--- config.mk ---
export PLATFORM = sky130hd
export DESIGN_NAME = hazard_ctrl_pipe_flat
export DESIGN_NICKNAME = d
export VERILOG_FILES = /design/src/rtl/pipe_ctrl_pkg.sv /design/src/rtl/hazard_ctrl_pipe_if.sv /design/src/rtl/load_use_detect.sv /design/src/rtl/hazard_ctrl_pipe.sv /design/src/flat_wrapper.sv
export SDC_FILE = /design/constraint.sdc
export NUM_CORES = 1
export LEC_CHECK = 0
export ABC_AREA = 1
export CORE_MARGIN = 1.5
export CORE_UTILIZATION = 35
export DETAILED_ROUTE_END_ITERATION = 12
export PLACE_DENSITY = 0.55
export SETUP_SLACK_MARGIN = 0.15
export SLEW_MARGIN = 5
export SYNTH_ARGS = -nofsm -noshare
export SYNTH_HDL_FRONTEND = slang
export SYNTH_SLANG_ARGS = --single-unit
--- constraint.sdc ---
create_clock -name clk -period 4.39 [get_ports clk]
set_clock_uncertainty 0.2 [all_clocks]
set_input_delay 0.878 -clock clk [delete_from_list [all_inputs] [get_ports clk]]
set_output_delay 0.878 -clock clk [all_outputs]
set_load 0.02 [all_outputs]
--- src/rtl/pipe_ctrl_pkg.sv ---
// Shared types and constants for the pipeline hazard/stall controller.
// The control bundle is ordered {pc, ifid, idex, exmem, memwb enables, ifid/idex flushes}.
package pipe_ctrl_pkg;

    typedef enum logic [1:0] {
        BOOT      = 2'd0,
        RUN       = 2'd1,
        DMEM_WAIT = 2'd2
    } hz_state_t;

    localparam logic [31:0] RESET_PC = 32'hBFC0_0000;

    typedef logic [4:0] reg_idx_t;

    typedef struct packed {
        logic pc_en;
        logic ifid_en;
        logic idex_en;
        logic exmem_en;
        logic memwb_en;
        logic ifid_flush;
        logic idex_flush;
    } ctrl_t;

    localparam ctrl_t CTRL_BOOT     = 7'b00000_11;
    localparam ctrl_t CTRL_FREEZE   = 7'b00000_00;
    localparam ctrl_t CTRL_REDIRECT = 7'b11111_11;
    localparam ctrl_t CTRL_BUBBLE   = 7'b00111_01;
    localparam ctrl_t CTRL_FLOW     = 7'b11111_00;

    // A redirect squashes the ID instruction, so it masks any load-use hazard.
    function automatic ctrl_t resolve_ctrl(input logic redirect, input logic load_use);
        if (redirect) begin
            return CTRL_REDIRECT;
        end else if (load_use) begin
            return CTRL_BUBBLE;
        end
        return CTRL_FLOW;
    endfunction

endpackage

--- src/rtl/hazard_ctrl_pipe_if.sv ---
// Hazard-controller bundle. Pipeline status flows into the controller and enables/flushes
// flow out; master is the controller side, slave is the pipeline side.
import pipe_ctrl_pkg::*;

interface hazard_ctrl_pipe_if;
    reg_idx_t    id_rs1;
    reg_idx_t    id_rs2;
    logic        id_use_rs1;
    logic        id_use_rs2;
    logic        ex_mem_read;
    reg_idx_t    ex_rd;
    logic        ex_redirect;
    logic        mem_req;
    logic        mem_ready;

    logic        pc_en;
    logic        ifid_en;
    logic        idex_en;
    logic        exmem_en;
    logic        memwb_en;
    logic        ifid_flush;
    logic        idex_flush;
    logic        dmem_timeout;
    logic [31:0] perf_stall_cycles;
    logic [31:0] perf_flushes;
    hz_state_t   state;

    modport master (
        input  id_rs1, id_rs2, id_use_rs1, id_use_rs2, ex_mem_read, ex_rd,
               ex_redirect, mem_req, mem_ready,
        output pc_en, ifid_en, idex_en, exmem_en, memwb_en, ifid_flush, idex_flush,
               dmem_timeout, perf_stall_cycles, perf_flushes, state
    );

    modport slave (
        output id_rs1, id_rs2, id_use_rs1, id_use_rs2, ex_mem_read, ex_rd,
               ex_redirect, mem_req, mem_ready,
        input  pc_en, ifid_en, idex_en, exmem_en, memwb_en, ifid_flush, idex_flush,
               dmem_timeout, perf_stall_cycles, perf_flushes, state
    );
endinterface

--- src/rtl/load_use_detect.sv ---
// Combinational load-use comparator: the ID instruction reads the register a load in EX
// is about to write. x0 is hard-wired and never creates a dependency.
import pipe_ctrl_pkg::*;

module load_use_detect (
    input  reg_idx_t rs1,
    input  reg_idx_t rs2,
    input  logic     use_rs1,
    input  logic     use_rs2,
    input  logic     ex_mem_read,
    input  reg_idx_t ex_rd,
    output logic     hazard
);
    logic match_rs1;
    logic match_rs2;

    assign match_rs1 = use_rs1 && (rs1 == ex_rd);
    assign match_rs2 = use_rs2 && (rs2 == ex_rd);
    assign hazard    = ex_mem_read && (ex_rd != '0) && (match_rs1 || match_rs2);
endmodule

--- src/rtl/hazard_ctrl_pipe.sv ---
// Pipeline hazard and stall controller: boot hold, load-use bubbles, redirect squash,
// data-memory freeze, plus stall/flush counters and a sticky data-memory timeout flag.
import pipe_ctrl_pkg::*;

module hazard_ctrl_pipe #(
    parameter int BOOT_CYCLES  = 4,
    parameter int DMEM_TIMEOUT = 255
) (
    input logic            clk,
    input logic            rst,
    hazard_ctrl_pipe_if.master bus
);
    localparam logic [31:0] BOOT_LAST   = (BOOT_CYCLES > 0) ? 32'(BOOT_CYCLES - 1) : 32'd0;
    localparam logic [31:0] TIMEOUT_LIM = 32'(DMEM_TIMEOUT);

    hz_state_t   state;
    logic [31:0] boot_cnt;
    logic [31:0] wait_cnt;
    logic [31:0] wait_next;
    logic        timeout;
    logic [31:0] stall_cnt;
    logic [31:0] flush_cnt;

    logic        load_use;
    logic        mem_blocked;
    logic        resolving;
    logic        count_stall;
    logic        count_flush;
    ctrl_t       ctrl;

    load_use_detect u_load_use (
        .rs1         (bus.id_rs1),
        .rs2         (bus.id_rs2),
        .use_rs1     (bus.id_use_rs1),
        .use_rs2     (bus.id_use_rs2),
        .ex_mem_read (bus.ex_mem_read),
        .ex_rd       (bus.ex_rd),
        .hazard      (load_use)
    );

    assign mem_blocked = bus.mem_req && !bus.mem_ready;
    assign wait_next   = (wait_cnt == '1) ? wait_cnt : wait_cnt + 32'd1;

    // Controls are combinational so a hazard acts on the very next edge.
    always_comb begin
        ctrl      = CTRL_BOOT;
        resolving = 1'b0;
        case (state)
            BOOT: begin
                ctrl = CTRL_BOOT;
            end
            RUN: begin
                if (mem_blocked) begin
                    ctrl = CTRL_FREEZE;
                end else begin
                    ctrl      = resolve_ctrl(bus.ex_redirect, load_use);
                    resolving = 1'b1;
                end
            end
            DMEM_WAIT: begin
                if (bus.mem_ready) begin
                    ctrl      = resolve_ctrl(bus.ex_redirect, load_use);
                    resolving = 1'b1;
                end else begin
                    ctrl = CTRL_FREEZE;
                end
            end
            default: begin
                ctrl = CTRL_BOOT;
            end
        endcase
    end

    assign count_stall = (state != BOOT) && !ctrl.pc_en;
    assign count_flush = resolving && bus.ex_redirect;

    always_ff @(posedge clk or posedge rst) begin
        if (rst) begin
            state     <= BOOT;
            boot_cnt  <= '0;
            wait_cnt  <= '0;
            timeout   <= 1'b0;
            stall_cnt <= '0;
            flush_cnt <= '0;
        end else begin
            if (count_stall) begin
                stall_cnt <= stall_cnt + 32'd1;
            end
            if (count_flush) begin
                flush_cnt <= flush_cnt + 32'd1;
            end
            case (state)
                BOOT: begin
                    boot_cnt <= boot_cnt + 32'd1;
                    if (boot_cnt >= BOOT_LAST) begin
                        state <= RUN;
                    end
                end
                RUN: begin
                    wait_cnt <= '0;
                    if (mem_blocked) begin
                        state <= DMEM_WAIT;
                    end
                end
                DMEM_WAIT: begin
                    if (bus.mem_ready) begin
                        state    <= RUN;
                        wait_cnt <= '0;
                    end else begin
                        // The FSM keeps waiting after a timeout; only the flag records it.
                        wait_cnt <= wait_next;
                        if (wait_next >= TIMEOUT_LIM) begin
                            timeout <= 1'b1;
                        end
                    end
                end
                default: begin
                    state <= BOOT;
                end
            endcase
        end
    end

    assign bus.pc_en             = ctrl.pc_en;
    assign bus.ifid_en           = ctrl.ifid_en;
    assign bus.idex_en           = ctrl.idex_en;
    assign bus.exmem_en          = ctrl.exmem_en;
    assign bus.memwb_en          = ctrl.memwb_en;
    assign bus.ifid_flush        = ctrl.ifid_flush;
    assign bus.idex_flush        = ctrl.idex_flush;
    assign bus.dmem_timeout      = timeout;
    assign bus.perf_stall_cycles = stall_cnt;
    assign bus.perf_flushes      = flush_cnt;
    assign bus.state             = state;
endmodule
--- src/flat_wrapper.sv ---
// flat-port wrapper written by rule: the top's interface ports become plain ports
module hazard_ctrl_pipe_flat 
#(
    parameter int BOOT_CYCLES  = 4,
    parameter int DMEM_TIMEOUT = 255
)
  (clk, rst, bus_id_rs1, bus_id_rs2, bus_id_use_rs1, bus_id_use_rs2, bus_ex_mem_read, bus_ex_rd, bus_ex_redirect, bus_mem_req, bus_mem_ready, bus_pc_en, bus_ifid_en, bus_idex_en, bus_exmem_en, bus_memwb_en, bus_ifid_flush, bus_idex_flush, bus_dmem_timeout, bus_perf_stall_cycles, bus_perf_flushes, bus_state);
  hazard_ctrl_pipe_if bus_i ();
  input logic clk;
  input logic rst;
  input wire logic [$bits(bus_i.id_rs1)-1:0] bus_id_rs1;
  input wire logic [$bits(bus_i.id_rs2)-1:0] bus_id_rs2;
  input wire logic [$bits(bus_i.id_use_rs1)-1:0] bus_id_use_rs1;
  input wire logic [$bits(bus_i.id_use_rs2)-1:0] bus_id_use_rs2;
  input wire logic [$bits(bus_i.ex_mem_read)-1:0] bus_ex_mem_read;
  input wire logic [$bits(bus_i.ex_rd)-1:0] bus_ex_rd;
  input wire logic [$bits(bus_i.ex_redirect)-1:0] bus_ex_redirect;
  input wire logic [$bits(bus_i.mem_req)-1:0] bus_mem_req;
  input wire logic [$bits(bus_i.mem_ready)-1:0] bus_mem_ready;
  output wire logic [$bits(bus_i.pc_en)-1:0] bus_pc_en;
  output wire logic [$bits(bus_i.ifid_en)-1:0] bus_ifid_en;
  output wire logic [$bits(bus_i.idex_en)-1:0] bus_idex_en;
  output wire logic [$bits(bus_i.exmem_en)-1:0] bus_exmem_en;
  output wire logic [$bits(bus_i.memwb_en)-1:0] bus_memwb_en;
  output wire logic [$bits(bus_i.ifid_flush)-1:0] bus_ifid_flush;
  output wire logic [$bits(bus_i.idex_flush)-1:0] bus_idex_flush;
  output wire logic [$bits(bus_i.dmem_timeout)-1:0] bus_dmem_timeout;
  output wire logic [$bits(bus_i.perf_stall_cycles)-1:0] bus_perf_stall_cycles;
  output wire logic [$bits(bus_i.perf_flushes)-1:0] bus_perf_flushes;
  output wire logic [$bits(bus_i.state)-1:0] bus_state;
  assign bus_i.id_rs1 = bus_id_rs1;
  assign bus_i.id_rs2 = bus_id_rs2;
  assign bus_i.id_use_rs1 = bus_id_use_rs1;
  assign bus_i.id_use_rs2 = bus_id_use_rs2;
  assign bus_i.ex_mem_read = bus_ex_mem_read;
  assign bus_i.ex_rd = bus_ex_rd;
  assign bus_i.ex_redirect = bus_ex_redirect;
  assign bus_i.mem_req = bus_mem_req;
  assign bus_i.mem_ready = bus_mem_ready;
  assign bus_pc_en = bus_i.pc_en;
  assign bus_ifid_en = bus_i.ifid_en;
  assign bus_idex_en = bus_i.idex_en;
  assign bus_exmem_en = bus_i.exmem_en;
  assign bus_memwb_en = bus_i.memwb_en;
  assign bus_ifid_flush = bus_i.ifid_flush;
  assign bus_idex_flush = bus_i.idex_flush;
  assign bus_dmem_timeout = bus_i.dmem_timeout;
  assign bus_perf_stall_cycles = bus_i.perf_stall_cycles;
  assign bus_perf_flushes = bus_i.perf_flushes;
  assign bus_state = bus_i.state;
  hazard_ctrl_pipe #(.BOOT_CYCLES(BOOT_CYCLES), .DMEM_TIMEOUT(DMEM_TIMEOUT)) u_core (.clk(clk), .rst(rst), .bus(bus_i));
endmodule
; ---- Yosys cells after proc, flatten, opt, wreduce, memory -nomap -nowiden
; Index checks and enable logic that the tools add are counted.
[totals]
out_inout_bits = 74
latchBits = 0
ramBits = 0
ff_bits = 131
mem_count = 0
rom_bits = 0
input_bits = 23
word_cells = 60
[classes]
order_cmp = 2
n_mul = 0
shift = 0
mux = 23
n_eq_ne = 8
n_bitwise = 1
n_reduce_logical = 16
div_mod_pow = 0
n_addsub = 4
[ops]
columns = cell, count
row1 = $add A32 B1 Y32 const B, 4
row2 = $mux W32, 2
row3 = $pmux W32 S2, 1
row4 = $mux W7, 6
row5 = $eq A32 B32 Y1 const B, 1
row6 = $ge A32 B2 Y1 const B, 1
row7 = $ge A32 B8 Y1 const B, 1
row8 = $pmux W7 S2, 1
row9 = $eq A5 B5 Y1, 2
row10 = $mux W1, 8
row11 = $logic_and A1 B1 Y1, 7
row12 = $mux W2, 3
row13 = $pmux W2 S3, 1
row14 = $reduce_and A3 Y1, 2
row15 = $reduce_bool A5 Y1, 1
row16 = $ne A2 B1 Y1 const B, 2
row17 = $reduce_bool A2 Y1, 2
row18 = $eq A2 B1 Y1 const B, 1
row19 = $eq A2 B2 Y1 const B, 1
row20 = $logic_not A1 Y1, 2
row21 = $logic_not A2 Y1, 1
row22 = $ne A2 B2 Y1 const B, 1
row23 = $pmux W1 S2, 1
row24 = $logic_or A1 B1 Y1, 1
row25 = $not A1 Y1, 1

; ---- Logic depth before layout (Yosys ltp)
[logic_depth]
ltp_word = 13
mapped_depth = 14
depth_no_buf = 14

; ---- Cells and area by module
; From an unflattened synthesis, not the netlist that was laid out.
[unflattened]
hier_cells = 1045
area_unflattened_um2 = 7867.5
[modules_own_cells]
columns = module, cells_each, instances, area_per_inst_um2, seq_area_each_um2
row1 = hazard_ctrl_pipe, 990, 1, 7651.1, 3278.1
row2 = load_use_detect, 55, 1, 216.5, 0.0

; ---- Least setup slack after synthesis
; OpenSTA, ideal clock, no wires.
[synth_timing]
kind = in2out
start = input bus_mem_ready
end = output bus_pc_en
arrival_time_ps = 2297
setup_slack_ps = 1015
required_ps = 3312
path_buffers = 2
path_stages = 10
path_cell_list = inv_2 -> nand2_1 -> nand2_1 -> o21ai_2 -> inv_1 -> nor2_1 -> nand2_1 -> buf_2 -> inv_1 -> buf_4
[synth_via]
elab_chain_cells = 4
word_cells_on_any_way = 5
cone_classes = mux: 3 / reduce/logical: 2
[synth_rtl]
columns = item, line
row1 = from (decl), flat_wrapper.sv:19  ; input wire logic [$bits(bus_i.mem_ready)-1:0] bus_mem_ready;
row2 = $logic_not A1 Y1, hazard_ctrl_pipe.sv:41  ; assign mem_blocked = bus.mem_req && !bus.mem_ready;
row3 = $logic_and A1 B1 Y1, hazard_ctrl_pipe.sv:41
row4 = $mux W7, hazard_ctrl_pipe.sv:53  ; if (mem_blocked) begin
row5 = $pmux W7 S2 (*), hazard_ctrl_pipe.sv:48  ; case (state)
row6 = to (decl), flat_wrapper.sv:20  ; output wire logic [$bits(bus_i.pc_en)-1:0] bus_pc_en;
; Mark *: on every way between the ends. The rest lies on a longest branch, timed or not.

; ---- Final worst setup path
[layout_timing]
start = input bus_ex_rd[3]
end = output bus_idex_flush
[layout_via]
elab_chain_cells = 11
word_cells_on_any_way = 19
cone_classes = eq/ne: 2 / mux: 11 / reduce/logical: 6
[layout_rtl]
columns = item, line
row1 = from (decl), flat_wrapper.sv:16  ; input wire logic [$bits(bus_i.ex_rd)-1:0] bus_ex_rd;
row2 = "$eq A5 B5 Y1, on equally long branches", "load_use_detect.sv:17, load_use_detect.sv:18"
row3 = "$logic_and A1 B1 Y1, on equally long branches", "load_use_detect.sv:17, load_use_detect.sv:18"
row4 = $logic_or A1 B1 Y1, load_use_detect.sv:19  ; assign hazard = ex_mem_read && (ex_rd != '0) && (match_rs1 || match_rs2);
row5 = $logic_and A1 B1 Y1 (*), load_use_detect.sv:19
row6 = $mux W1 (*), pipe_ctrl_pkg.sv:35  ; end else if (load_use) begin
row7 = $mux W1 (*), pipe_ctrl_pkg.sv:33  ; if (redirect) begin
row8 = "$mux W1, on equally long branches", "hazard_ctrl_pipe.sv:61, hazard_ctrl_pipe.sv:53"
row9 = $mux W1, hazard_ctrl_pipe.sv:48
row10 = $mux W7, pipe_ctrl_pkg.sv:38  ; return CTRL_FLOW;
row11 = "$mux W7, on equally long branches", "hazard_ctrl_pipe.sv:61, hazard_ctrl_pipe.sv:53"
row12 = $pmux W7 S2 (*), hazard_ctrl_pipe.sv:48
row13 = to (decl), flat_wrapper.sv:26  ; output wire logic [$bits(bus_i.idex_flush)-1:0] bus_idex_flush;
; Mark *: on every way between the ends. The rest lies on a longest branch, timed or not. The select of a mux whose other input is x is not followed.

==> impl_metrics.json <==
{
  "drv_cap": 0,
  "finalHoldViolCount": 0,
  "synth-seq-cells": 131,
  "powerDensity_nw_per_um2": 418,
  "post_synth.cell_area_avg_um2": 7.39,
  "die_h_um": 156,
  "start_kind": "input port",
  "cp_max_fo": 3,
  "power_leakage_nw": 4.71,
  "syn_area_um2": 8180,
  "grt-ovfl-total": 0,
  "path_clk_slew_ps": 60,
  "worstSetupPathType": "input port to output pin",
  "core_um2": 22800,
  "holdBufCountCts": 0,
  "critPathCaptureType": "output pin",
  "worstPathRequired_ps": 3310,
  "synth_edf_count": 0,
  "port_buffers": 96,
  "cts_tree": "built",
  "insertion_delay_ps": 420,
  "num_rows": 55,
  "timing.final.crit_share_pct": 89.9,
  "final_antenna_net_count": 0,
  "first_pass_iters": 5,
  "routabilityCongestion": 0.873,
  "totalWireLength_mm": 21.5,
  "synth_warnings": 0,
  "cts_setup_buffers": 0,
  "antenna_found_initial": 0,
  "max_freq_mhz": 253,
  "routedWlPerCell_um": 14.0,
  "setup_viol": 0,
  "synth_cell_types": 40,
  "postSynth.asyncResetShare_pct": 100,
  "dr_total_vias": 7466,
  "ir_drop_mv": 0.224,
  "final_nets": 1236,
  "grt_pass1_vias": 7100,
  "clk_path_buf_depth": 2,
  "outcome": "complete, no violations",
  "slew_headroom_pct": 36.3,
  "finalCriticalPeriod_ps": 3950,
  "cts_buffers": 17,
  "area_delta_synth_final_pct": 24.0,
  "drive_gt1_share_pct": 7.38,
  "grt_max_degree": 50,
  "drtIter0Drc": 429,
  "maxSlewViolCount": 0,
  "routed_via_density": 4.87,
  "drc_errors": 0,
  "grt_use_total_pct": 18.6,
  "hold_path_class": "register to register",
  "antenna-diode-count": 0,
  "synth_nets": 1137,
  "die_area_um2": 24300,
  "synth_seq_area_share_pct": 40.1,
  "hpwl_mm": 15.9,
  "die_w_um": 156,
  "cts_sinks": 131,
  "cts_resized": 0,
  "cts-htree-levels": 4,
  "synth_cells": 1107,
  "synthFlopType": "dfrtp_1",
  "clockRootBuffer": "clkbuf_16",
  "rsz0062_at_grt": "no",
  "cp.arrival_ps": 2870,
  "start_util_pct": 35.9,
  "whs_ps": 274,
  "grt_first_pass_wirelength_mm": 36.3,
  "fin_tns_setup_ps": 0,
  "tightest_slew_ps": 953,
  "io_pins": 97
}
==> cell usage in the layout, fill, tap and decap left out, types with 4 or more instances in the layout <==
master           synthesis  layout
a21oi_1                  7       7
buf_4                    3       5
bufinv_16                0       4
clkbuf_16                0      17
clkdlybuf4s50_1          0      96
dfrtp_1                131     131
ha_1                     7       7
inv_1                  107     106
inv_2                    5       5
inv_6                    0       8
nand2_1                314     314
nand2_2                  7       7
nand2_4                  5       5
nand3_1                108     108
nand3_2                  7       7
nand4_1                 34      34
nor2_1                 145     145
nor2_2                   9       9
nor2_4                   7       7
nor3_1                  17      17
nor4_1                  14      14
o21ai_0                 33      33
o22ai_1                  6       6
xnor2_1                 32      32
xor2_1                  68      68
==> routing by layer <==
metal / vias up / track usage, % / wire length [µm]
li1: 3769 / - / -
met1: 3500 / 26.1 / 10400
met2: 176 / 29.3 / 9880
met3: 21 / 2.92 / 850
met4: 0 / 6.03 / 357
met5: - / 0 / 0
==> worst max-delay path, cell delays in order <==
cell and delay [ps]:
clkdlybuf4s50_1 500, inv_1 70, nand2_1 50, o21ai_0 80
nor3b_1 190, nand4_1 110, nand2_1 140, nand3_1 160
nand2_1 100, clkdlybuf4s50_1 600
==> cells in the mapped netlist, types with 8 or more instances <==
cell type / n / area, µm²
buf_2: 8 / 40.0
nand4_1: 34 / 213
clkbuf_1: 9 / 33.8
nor2_1: 145 / 544
nor4_1: 14 / 87.6
inv_1: 107 / 402
dfrtp_1: 131 / 3280
nand3_1: 108 / 541
nand2_1: 314 / 1180
xnor2_1: 32 / 280
nor3_1: 17 / 85.1
o21ai_0: 33 / 165
nor2_2: 9 / 56.3
xor2_1: 68 / 596
==> state kept, by name, summed over array words and instances, names as in the netlist <==
| name | count |
|---|---|
| u_core.bus.dmem_timeout | 1 |
| u_core.bus.perf_flushes | 32 |
| u_core.bus.perf_stall_cycles | 32 |
| u_core.bus.state | 2 |
| u_core.wait_cnt | 32 |
| u_core.boot_cnt | 32 |
==> cell type report <==
cell class                 instances  area (µm²)
fill                            2336       12600
multi-input combinational        841        4370
sequential                       131        3280
timing repair buffer             103        1040
clock buffer                      17         425
inverter                         112         424
tap                              313         392
clock inverter                    15         218
==> worst paths after layout <==
kind	from	cells after the start	end	slack (ps)
max	bus_ex_rd[3]	10	bus_idex_flush	440
min in group asynchronous	rst	2	u_core.bus.perf_stall_cycles[23]	820
max reg2reg	u_core.bus.state[0]	11	u_core.boot_cnt[25]	1610
max in group asynchronous	rst	3	u_core.boot_cnt[10]	2420
min	u_core.bus.perf_flushes[31]	1	u_core.bus.perf_flushes[31]	270
min reg2reg	u_core.bus.perf_flushes[31]	1	u_core.bus.perf_flushes[31]	270
==> cell families after synthesis <==
logic type	Yosys count	share of synthesized area, %
DFF	131	40.1
and+or+nand+nor	679	37.9
AOI/OAI and AO/OA	55	3.73
buffers and inverters	135	6.54
adders and majority gates	7	1.07
xor gates and xnor gates	100	10.7
==> power by group <==
group          internal, W  leakage (nW)  switching (W)  total (W)
logic             0.000403          2.62       0.000841    0.00124
registers          0.00130          1.78       0.000128    0.00143
clock network     0.000971         0.313       0.000603    0.00157
==> stage by stage <==
stage / cell area (µm²) / util, % / total power [W] / cells / worst slack [ps]
2_1_floorplan: 8190 / - / 0.00224 / 1107 / 1020
3_3_place_gp: 9500 / 41.7 / 0.00270 / 1500 / 452
3_5_place_dp: 9500 / 41.7 / 0.00271 / 1500 / 434
4_1_cts: 10100 / 44.5 / 0.00430 / 1532 / 439
5_1_grt: 10100 / 44.5 / 0.00448 / 1532 / 244
6_report: 10100 / 44.5 / 0.00425 / 1532 / 443
(Power assumes the default switching activity.)
